`src/rtl/isram_rslave.sv`:
```
// isram_rslave: instruction-side AR/R read slave in front of a synchronous
// 64-bit instruction SRAM. One request in flight; fixed (or optionally
// jittered) wait before the SRAM read; returns the addressed 32-bit word.
// Optional feature: define ISRAM_RAND_DELAY_EN to add 0..3 LFSR-driven
// wait cycles to every OKAY fetch.
module isram_rslave #(
  parameter logic [63:0] BASE_ADDR  = 64'h0000_0000_8000_0000,
  parameter logic [63:0] SIZE_BYTES = 64'h0000_0000_0800_0000,
  parameter int unsigned LATENCY    = 2,
  parameter int unsigned MEM_AW     = 24
) (
  input  logic              clk,
  input  logic              rst,
  input  logic              isr_ARVALID,
  output logic              isr_ARREADY,
  input  logic [63:0]       isr_ARADDR,
  input  logic [2:0]        isr_ARPORT,
  output logic              isr_RVALID,
  input  logic              isr_RREADY,
  output logic [63:0]       isr_RDATA,
  output logic [1:0]        isr_RRESP,
  output logic              mem_en,
  output logic [MEM_AW-1:0] mem_addr,
  input  logic [63:0]       mem_rdata
);

  localparam logic [63:0] END_ADDR = BASE_ADDR + SIZE_BYTES;

  typedef enum logic [2:0] {S_IDLE, S_WAIT, S_READ, S_CAPT, S_RESP} state_t;

  state_t            state;
  logic [4:0]        wait_cnt;
  logic              sel_hi;
  logic [1:0]        req_resp;
  logic [4:0]        wait_tot;
  logic [MEM_AW-1:0] word_idx;

`ifdef ISRAM_RAND_DELAY_EN
  logic [7:0] lfsr;

  // Free-running x^8+x^6+x^5+x^4+1 LFSR supplying 0..3 extra wait cycles
  always_ff @(posedge clk) begin
    if (rst) lfsr <= 8'hA5;
    else     lfsr <= {lfsr[6:0], lfsr[7] ^ lfsr[5] ^ lfsr[4] ^ lfsr[3]};
  end

  assign wait_tot = 5'(LATENCY) + {3'b000, lfsr[1:0]};
`else
  assign wait_tot = 5'(LATENCY);
`endif

  assign word_idx = MEM_AW'((isr_ARADDR - BASE_ADDR) >> 3);

  // Classify the presented request: range beats alignment beats port check
  always_comb begin
    req_resp = 2'b00;
    if (isr_ARADDR < BASE_ADDR || isr_ARADDR >= END_ADDR)
      req_resp = 2'b11;
    else if (isr_ARADDR[1:0] != 2'b00 || !isr_ARPORT[2])
      req_resp = 2'b10;
  end

  // Request FSM; every output is a register written here
  always_ff @(posedge clk) begin
    if (rst) begin
      state       <= S_IDLE;
      isr_ARREADY <= 1'b0;
      isr_RVALID  <= 1'b0;
      isr_RDATA   <= '0;
      isr_RRESP   <= 2'b00;
      mem_en      <= 1'b0;
      mem_addr    <= '0;
      wait_cnt    <= '0;
      sel_hi      <= 1'b0;
    end else begin
      case (state)
        S_IDLE: begin
          // ARREADY comes up one cycle after reset and stays up while idle
          isr_ARREADY <= 1'b1;
          if (isr_ARVALID && isr_ARREADY) begin
            isr_ARREADY <= 1'b0;
            sel_hi      <= isr_ARADDR[2];
            if (req_resp != 2'b00) begin
              // Errors answer immediately and never touch the SRAM
              isr_RDATA  <= '0;
              isr_RRESP  <= req_resp;
              isr_RVALID <= 1'b1;
              state      <= S_RESP;
            end else begin
              mem_addr <= word_idx;
              if (wait_tot == 5'd0) begin
                mem_en <= 1'b1;
                state  <= S_READ;
              end else begin
                wait_cnt <= wait_tot;
                state    <= S_WAIT;
              end
            end
          end
        end
        S_WAIT: begin
          if (wait_cnt == 5'd1) begin
            mem_en <= 1'b1;
            state  <= S_READ;
          end else begin
            wait_cnt <= wait_cnt - 5'd1;
          end
        end
        S_READ: begin
          mem_en <= 1'b0;
          state  <= S_CAPT;
        end
        S_CAPT: begin
          isr_RDATA  <= {32'h0, sel_hi ? mem_rdata[63:32] : mem_rdata[31:0]};
          isr_RRESP  <= 2'b00;
          isr_RVALID <= 1'b1;
          state      <= S_RESP;
        end
        S_RESP: begin
          if (isr_RREADY) begin
            isr_RVALID  <= 1'b0;
            isr_RDATA   <= '0;
            isr_ARREADY <= 1'b1;
            state       <= S_IDLE;
          end
        end
        default: state <= S_IDLE;
      endcase
    end
  end

endmodule

```
`config.mk`:
```
export PLATFORM = sky130hd
export DESIGN_NAME = isram_rslave
export DESIGN_NICKNAME = d
export VERILOG_FILES = /design/src/rtl/isram_rslave.sv
export SDC_FILE = /design/constraint.sdc
export NUM_CORES = 1
export LEC_CHECK = 0
export ABC_AREA = 1
export CORE_ASPECT_RATIO = 1.1
export CORE_MARGIN = 1
export CORE_UTILIZATION = 39
export DETAILED_ROUTE_END_ITERATION = 7
export HOLD_SLACK_MARGIN = 0.02
export MAX_ROUTING_LAYER = met4
export PLACE_DENSITY = 0.94
export SLEW_MARGIN = 0
export SYNTH_ARGS = -nofsm -noshare
export SYNTH_HDL_FRONTEND = slang
export SYNTH_SLANG_ARGS = --single-unit
```
`constraint.sdc`:
```
create_clock -name clk -period 3.5 [get_ports clk]
set_input_delay 0.7 -clock clk [delete_from_list [all_inputs] [get_ports clk]]
set_output_delay 0.7 -clock clk [all_outputs]
set_load 0.01 [all_outputs]
```
# Yosys cells after proc, flatten, opt, wreduce, memory -nomap -nowiden
# Index checks and enable logic that the tools add are counted.
# word_totals
ff_bits,102
word_cells,73
input_bits,135
# op_classes
muxes,28
reduce_logical,20
bitwise,1
n_lt_le_gt_ge,2
add_sub_neg,2
n_eq_ne,11
# ops
operator,count
$mux 64,3
$pmux 64 s3,1
$ge 64x32->1 const B,1
$lt 64x32->1 const B,1
$mux 32,1
$sub 27x1->27 const B,1
$mux 5,3
$pmux 3 s5,1
$mux 3,4
$ne 2x2->1 const B,6
$reduce_bool 2->1,6
$pmux 5 s2,1
$reduce_and 3->1,3
$mux 2,4
$reduce_and 4->1,2
$eq 3x2->1 const B,2
$mux 1,6
$reduce_and 2->1,3
$eq 5x1->1 const B,1
$sub 5x1->5 const B,1
$pmux 1 s2,2
$pmux 2 s2,1
$eq 3x1->1 const B,1
$eq 3x3->1 const B,1
other kinds (7),8

# Depth between registers and ports, before layout
# Gate-level depths: netlist (run 1).
# logic_depth
depth_word,8
ltp_mapped,12

# Worst setup path after synthesis (run 1)
# No wires, ideal clock.
# synth_timing
kind,input -> register
from,input isr_ARADDR[36]
to,register mem_addr[0]
t_required_ps,3384
setup_ps,116
slack_ps,1670
arrival_time_ps,1714
path_stages,11
n_path_buf,1
cell_sequence,nor2_1 nand2_1 nor2_1 nand2_1 nor2_2 nand3_2 nor2_4 inv_2 buf_6 nor2_1 nor2_1
# synth_via
elab_chain_cells,6
elab_cells_between_ends,7
# synth_lines
item,line,text
start: declaration,16,"input logic [63:0] isr_ARADDR,"
$lt 64x32->1 / $ge 64x32->1 (equally long branches),57,if (isr_ARADDR < BASE_ADDR || isr_ARADDR >= END_ADDR)
$logic_or 1x1->1 *,57,
$mux 2 *,57,
$reduce_bool 2->1 *,83,if (req_resp != 2'b00) begin
$not 1->1 (no line) *,n/a,
$reduce_and 3->1 (no line) *,n/a,
end signal: assignment,90,mem_addr <= word_idx;
end: declaration,23,"output logic [MEM_AW-1:0] mem_addr,"
# Mark *: on every way between the ends. The rest lies on a longest branch, timed or not.
# A chain may end at the register's enable or synchronous reset.

# Worst setup path after layout (run 1)
# layout_timing
from,input isr_ARADDR[36]
to,register wait_cnt[0]
# layout_via
elab_chain_cells,6
elab_cells_between_ends,7
# layout_lines
item,line,text
$lt 64x32->1 / $ge 64x32->1 (equally long branches),57,
$logic_or 1x1->1 *,57,
$mux 2 *,57,
$reduce_bool 2->1 *,83,
$ne 2x2->1 (no line) *,n/a,
$reduce_and 4->1 (no line) *,n/a,
end signal: assignment,95,wait_cnt <= wait_tot;
end signal: assignment,106,wait_cnt <= wait_cnt - 5'd1;
end: declaration,32,logic [4:0] wait_cnt;
# Marked as above.

==> impl_metrics.ini, run 1 <==
[power]
powerDensity_nw_per_um2 = 433
total_leakage_power_nw = 2.15
ir_drop_mv = 0.322

[critical_path]
r2r_cells = 11
path_class = in -> reg
path_max_fanout = 28
r2r-end = wait_cnt[0]$_SDFFE_PP0P_
worstSetupStartpoint = isr_ARADDR[36]
cp.required_ns = 3.73
endpoint_kind = flop
cp-start-kind = input port
timing.rr.start = state[2]$_SDFFE_PP0P_
regToRegSetupSlack_ns = 1.56
critPathArrivalTime_ns = 2.68

[synthesis]
synth.distinct_cells = 28
ys_warn_count = 0
synthesis.area_sq_um = 3520
yosys.area.top_type = dfxtp_1
syn_avg_cell_area_sq_um = 7.38
yosysTopAreaCellShare_pct = 39.8
seq_area_frac_synth_pct = 39.8
synthCells = 477
synth_seq_cells = 70
synthTopCellsByArea = dfxtp_1 40%, nand2_1 12%, mux2_2 10%

[flow_run]
cap_viol_max_count = 0

[placed_design]
place_hpwl_um = 7860
gp_congestion = 0.837
io_buffers = 193

[cells_and_area]
fin_util_pct = 65.0
drive_gt1_share_pct = 9.30
nets = 799
antennaDiodeCount = 0
area_delta_synth_final_pct = 58.6

[worst_hold_path]
min_to = isr_RDATA[22]$_SDFFE_PP0P_
holdCritStartpoint = isr_RDATA[22]$_SDFFE_PP0P_
hold_class = reg -> reg
whs_path_depth = 2

[grt]
grt.overflow.total = 0
grtUsageTotal_pct = 22.0
grt_pass1_vias = 3674
grt_pass1_wl_um = 16000
antenna_found_initial = 0
grt_max_degree = 42

[sta]
rsz0062_at_grt = no
fmax_ghz = 0.407
finalClockSkew_ns = 0.0106
slew_violations = 0
tns_ns = 0
min_period_ns = 2.46
relSlewSlack_pct = 46.3
setup_violations = 0
finalCritPeriodShare_pct = 70.1
hold_viol = 0
tightest_slew_ns = 0.805

[clocking]
cts_buffers = 9
h-tree-depth = 3
clk_pin_slew_worst_paths_ns = 0.08
cts_buffer_depth = 2
cts_root_buffer = clkbuf_8
cts.sinks = 70
cts_setup_buffers = 0
clkLatencyLatePin_ns = 0.34
post_cts_resized = 0
cts_tree = done
cts_hold_buf = 0

[drt]
wl_per_cell_um = 13.2
vias_per_cell = 4.78
route.vias.total = 3715
drt-total-wl_um = 10200
ant_nets = 0
drc = 0
drtIter0Drc = 74
first_pass_iters = 7

[floorplan]
die-area_sq_um = 9410
rows = 35
die_w_um = 92.6
io_pins = 228
core_sq_um = 8580
fp.dieH_um = 102
initial_utilization_pct = 41.0

[status]
status = completed
==> cells in the final DEF, fill, tap and decap left out, types with 2 or more instances in the layout <==
| cell | Yosys | final |
|---|---|---|
| conb_1 | 1 | 32 |
| dfxtp_1 | 70 | 70 |
| nor3_1 | 4 | 4 |
| a21oi_1 | 41 | 41 |
| xnor2_1 | 2 | 2 |
| nand2_1 | 109 | 109 |
| nor2_1 | 94 | 94 |
| clkdlybuf4s50_1 | 0 | 193 |
| nand2_4 | 2 | 2 |
| ha_1 | 2 | 2 |
| clkbuf_8 | 0 | 9 |
| inv_6 | 0 | 3 |
| clkinvlp_4 | 0 | 2 |
| mux2_2 | 32 | 32 |
| buf_4 | 32 | 4 |
| nand4_1 | 2 | 2 |
| nand2_2 | 2 | 2 |
| inv_1 | 21 | 21 |
| o21ai_0 | 26 | 26 |
| nand3_1 | 6 | 6 |
==> power by group <==
part	total [mW]	switching (mW)	internal, mW
registers	0.886	0.0404	0.846
logic	0.871	0.483	0.388
clock network	0.661	0.323	0.337
==> state kept, by name (all words and copies together) (netlist names), 2 cells and up <==
signal	count
isr_RDATA	32
mem_addr	24
wait_cnt	5
state	3
isr_RRESP	2
==> metrics by stage <==
stage	setup WS, ns	area (sq um)	hold WS, ns	instances	total power [mW]
floorplan	1.67	3630	0.476	508	1.55
global placement	0.753	5380	0.449	762	1.74
detailed placement	0.708	5380	0.455	762	1.77
CTS	1.08	5580	0.466	778	2.44
global route	0.772	5580	0.482	778	2.58
finish	1.04	5580	0.466	778	2.42
==> layer usage <==
layer  track usage, %  vias to the layer above  wire length [um]
li1                 -                     1823                 -
met1             22.2                     1680              4000
met2             40.5                      188              5250
met3             4.50                       24               728
met4             10.6                        0               253
met5                -                        -                 0
==> cell families (layout without fill, tap and decap cells) <==
kind of cell | count (synthesis) | after routing | share of synthesized area, %
mux | 32 | 32 | 10.2
buf+inv | 76 | 235 | 12.8
fa+ha+maj | 2 | 2 | 0.711
other cells | 1 | 32 | 0.107
compound gates | 68 | 68 | 9.74
xor+xnor | 3 | 3 | 0.747
flops | 70 | 70 | 39.8
simple gates | 225 | 225 | 25.9
==> worst max path at each step <==
stage,end,slack (ns),depth (start not counted)
floorplan,mem_addr[0]$_SDFFE_PP0P_,1.67,11
global placement,wait_cnt[1]$_SDFFE_PP0P_,0.75,13
detailed placement,wait_cnt[0]$_SDFFE_PP0P_,0.71,13
CTS,wait_cnt[0]$_SDFFE_PP0P_,1.08,14
global route,wait_cnt[4]$_SDFFE_PP0P_,0.77,13
finish,wait_cnt[0]$_SDFFE_PP0P_,1.04,14
==> final cells by class <==
type	count	area, sq um
Tap cell	111	139
Timing Repair Buffer	197	1960
Fill cell	711	3000
Inverter	22	82.6
Multi-Input combinational cell	362	1790
Sequential cell	70	1400
Clock buffer	9	124
Clock inverter	7	80.1
==> critical path, stage by stage <==
cell and delay [ns]:
clkdlybuf4s50_1 0.41, nor2_1 0.15, nand2_1 0.07, nor2_1 0.12
nand2_1 0.07, nor2_2 0.09, nand3_2 0.12, nor2_4 0.11
buf_4 0.26, inv_2 0.25, nand2_4 0.16, nand2_1 0.06
nand2_1 0.05, nor2_1 0.05
==> cell usage after synthesis <==
cell and instances:
a21oi_1 41, clkbuf_1 12, ha_1 2, buf_6 5, o21ai_0 26, nor2_2 1
xnor2_1 2, dfxtp_1 70, nand3_2 1, nand2_2 2, mux2_2 32, nand2_4 2
nand4_1 2, xor2_1 1, inv_2 1, inv_1 21, conb_1 1, buf_4 32
nand3_1 6, nor3_1 4, nand2_1 109, or2_2 1, buf_2 5, o31ai_1 1
nor3_2 1, nor2_4 1, nor2_1 94, and2_1 1
(Power assumes the default switching activity.)
==> run 2: changes to the inputs <==
--- a/config.mk
+++ b/config.mk
@@ -8,11 +8,11 @@
 export ABC_AREA = 1
 export CORE_ASPECT_RATIO = 1.1
 export CORE_MARGIN = 1
-export CORE_UTILIZATION = 39
+export CORE_UTILIZATION = 33
 export DETAILED_ROUTE_END_ITERATION = 7
 export HOLD_SLACK_MARGIN = 0.02
 export MAX_ROUTING_LAYER = met4
-export PLACE_DENSITY = 0.94
+export PLACE_DENSITY = 0.85
 export SLEW_MARGIN = 0
 export SYNTH_ARGS = -nofsm -noshare
 export SYNTH_HDL_FRONTEND = slang
==> constraint.sdc (replaced) <==
create_clock -name clk -period 2.2 [get_ports clk]
set_input_delay 0.44 -clock clk [delete_from_list [all_inputs] [get_ports clk]]
set_output_delay 0.44 -clock clk [all_outputs]
set_load 0.01 [all_outputs]
==> impl_metrics.ini, run 2 (same netlist as run 1, synthesis figures left out) <==
[status]
status = completed

[floorplan]
fp.dieH_um = 110
die_w_um = 100
core_sq_um = 10400
io_pins = 228
rows = 39
initial_utilization_pct = 33.9
die-area_sq_um = 11100

[critical_path]
cp.required_ns = 2.42
cp-start-kind = input port
endpoint_kind = flop
critPathArrivalTime_ns = 2.14
timing.rr.start = state[2]$_SDFFE_PP0P_
path_common_cell = nand2_1
slowest_delay_ns = 0.41
crit_chain = clkdlybuf4s50_1, nor2_1, nand2_1, nor2_1, nand2_1, nor2_2, nand3_2, nor2_4, inv_2, nand2_4, nand2_1, nand2_1, nor2_1
regToRegSetupSlack_ns = 0.46
path_max_fanout = 28
path_class = in -> reg
r2r_cells = 10
crit_family = simple AND/OR/NAND/NOR gates
r2r-end = wait_cnt[0]$_SDFFE_PP0P_
cp.buffers_inverters = 2
slowest_stage = clkdlybuf4s50_1

[drt]
wl_per_cell_um = 12.5
first_pass_iters = 4
drt-total-wl_um = 10200
route.vias.total = 3640
vias_per_cell = 4.46
drc = 0
drtIter0Drc = 107
ant_nets = 0

[placed_design]
dp_slack_ns = -0.0196
gp_congestion = 0.896
place_hpwl_um = 7900
io_buffers = 193

[sta]
finalCritPeriodShare_pct = 87.1
fmax_ghz = 0.522
worst_slack_ns = 0.283
rsz0062_at_grt = no
min_period_ns = 1.92
hold_viol = 0
relSlewSlack_pct = 66.5
slew_violations = 0
tns_ns = 0
tightest_slew_ns = 0.502
setup_violations = 0
finalClockSkew_ns = 0.00751

[power]
powerDensity_nw_per_um2 = 769
ir_drop_mv = 0.402
total_leakage_power_nw = 2.25

[cells_and_area]
final_cell_mix = 193 x clkdlybuf4s50_1, 109 x nand2_1, 94 x nor2_1, 70 x dfxtp_1, 41 x a21oi_1
final_common_cell = clkdlybuf4s50_1
nets = 805
drive_gt1_share_pct = 10.1
reg_top3 = isr_RDATA (32), mem_addr (24), wait_cnt (5)
area_delta_synth_final_pct = 64.8
largest_register_ffs = 32
top_register = isr_RDATA

[clocking]
clk_pin_slew_worst_paths_ns = 0.06
cts_tree = done
cts_root_buffer = clkbuf_16
cts_buffer_depth = 2
cts.sinks = 70
h-tree-depth = 3
clkLatencyLatePin_ns = 0.32
cts_setup_buffers = 0
cts_buffers = 9
post_cts_resized = 0
cts_hold_buf = 0

[worst_hold_path]
hold_class = reg -> reg
holdCritStartpoint = isr_RDATA[14]$_SDFFE_PP0P_
whs_path_depth = 2
min_to = isr_RDATA[14]$_SDFFE_PP0P_

[grt]
grt_pass1_vias = 3496
antenna_found_initial = 1
grt_max_degree = 33
grtUsageTotal_pct = 19.0
grt.overflow.total = 0
grt_pass1_wl_um = 15900

[flow_run]
cap_viol_max_count = 0
run 2: cell types whose count changed in the layout (fill, tap and decap cells not counted):
| cell | previous run | this run |
|---|---|---|
| diode_2 | 0 | 1 |
| buf_4 | 4 | 9 |
| bufinv_16 | 1 | 2 |
| inv_6 | 3 | 1 |
| clkbuf_16 | 0 | 9 |
| clkbuf_8 | 9 | 0 |
| clkinv_2 | 0 | 2 |
| clkinv_4 | 1 | 2 |
| buf_12 | 0 | 1 |
| clkinvlp_4 | 2 | 0 |
run 2: routing by layer:
layer	global-route usage, %	part of all wire, %	vias to the layer above
met4	8.39	2.5	0
li1	-	-	1836
met3	6.81	8.1	21
met2	33.7	51	158
met5	-	0	-
met1	18.8	38	1625
run 2: layout make-up:
| type | instances | area [sq um] |
|---|---|---|
| clock inverter | 7 | 96.3 |
| timing repair buffer | 203 | 2020 |
| clock buffer | 9 | 225 |
| tap | 143 | 179 |
| inverter | 22 | 82.6 |
| multi-input combinational | 362 | 1790 |
| antenna | 1 | 2.50 |
| fill | 951 | 4600 |
| sequential | 70 | 1400 |
run 2: worst max path at each step:
stage	startpoint	endpoint	slack, ns	depth (start not counted)
after floorplan	isr_ARADDR[36]	mem_addr[0]$_SDFFE_PP0P_	0.63	11
after global placement	isr_ARADDR[35]	wait_cnt[1]$_SDFFE_PP0P_	-0.01	12
after detailed placement	isr_ARADDR[35]	wait_cnt[0]$_SDFFE_PP0P_	-0.02	12
after CTS	isr_ARADDR[35]	wait_cnt[1]$_SDFFE_PP0P_	0.30	12
after global routing	isr_ARADDR[36]	wait_cnt[0]$_SDFFE_PP0P_	0.03	13
final	isr_ARADDR[36]	wait_cnt[0]$_SDFFE_PP0P_	0.28	13
run 2: power by group:
group	switching [mW]	total (mW)	internal, mW	leakage, nW
clock network	0.552	1.55	0.995	0.160
logic	0.785	1.50	0.716	1.53
registers	0.0634	1.41	1.35	0.565
total	1.40	4.46	3.06	2.25
run 2: per-stage QoR:
step | hold WS [ns] | cells | power, mW | instance area [sq um] | utilization [%]
2_1_floorplan | 0.476 | 508 | 2.46 | 3630 | -
3_3_place_gp | 0.446 | 800 | 2.89 | 5470 | 52.7
3_5_place_dp | 0.451 | 800 | 2.95 | 5470 | 52.7
4_1_cts | 0.460 | 816 | 4.52 | 5790 | 55.7
5_1_grt | 0.470 | 817 | 4.72 | 5800 | 55.8
6_report | 0.458 | 817 | 4.46 | 5800 | 55.8
run 2: worst min-delay path, delay by kind of cell, from the launching register on:
kind	cells	cell delay [ns]
AOI/OAI and AO/OA	1	0.05
DFF	1	0.30
and+or+nand+nor	1	0.06
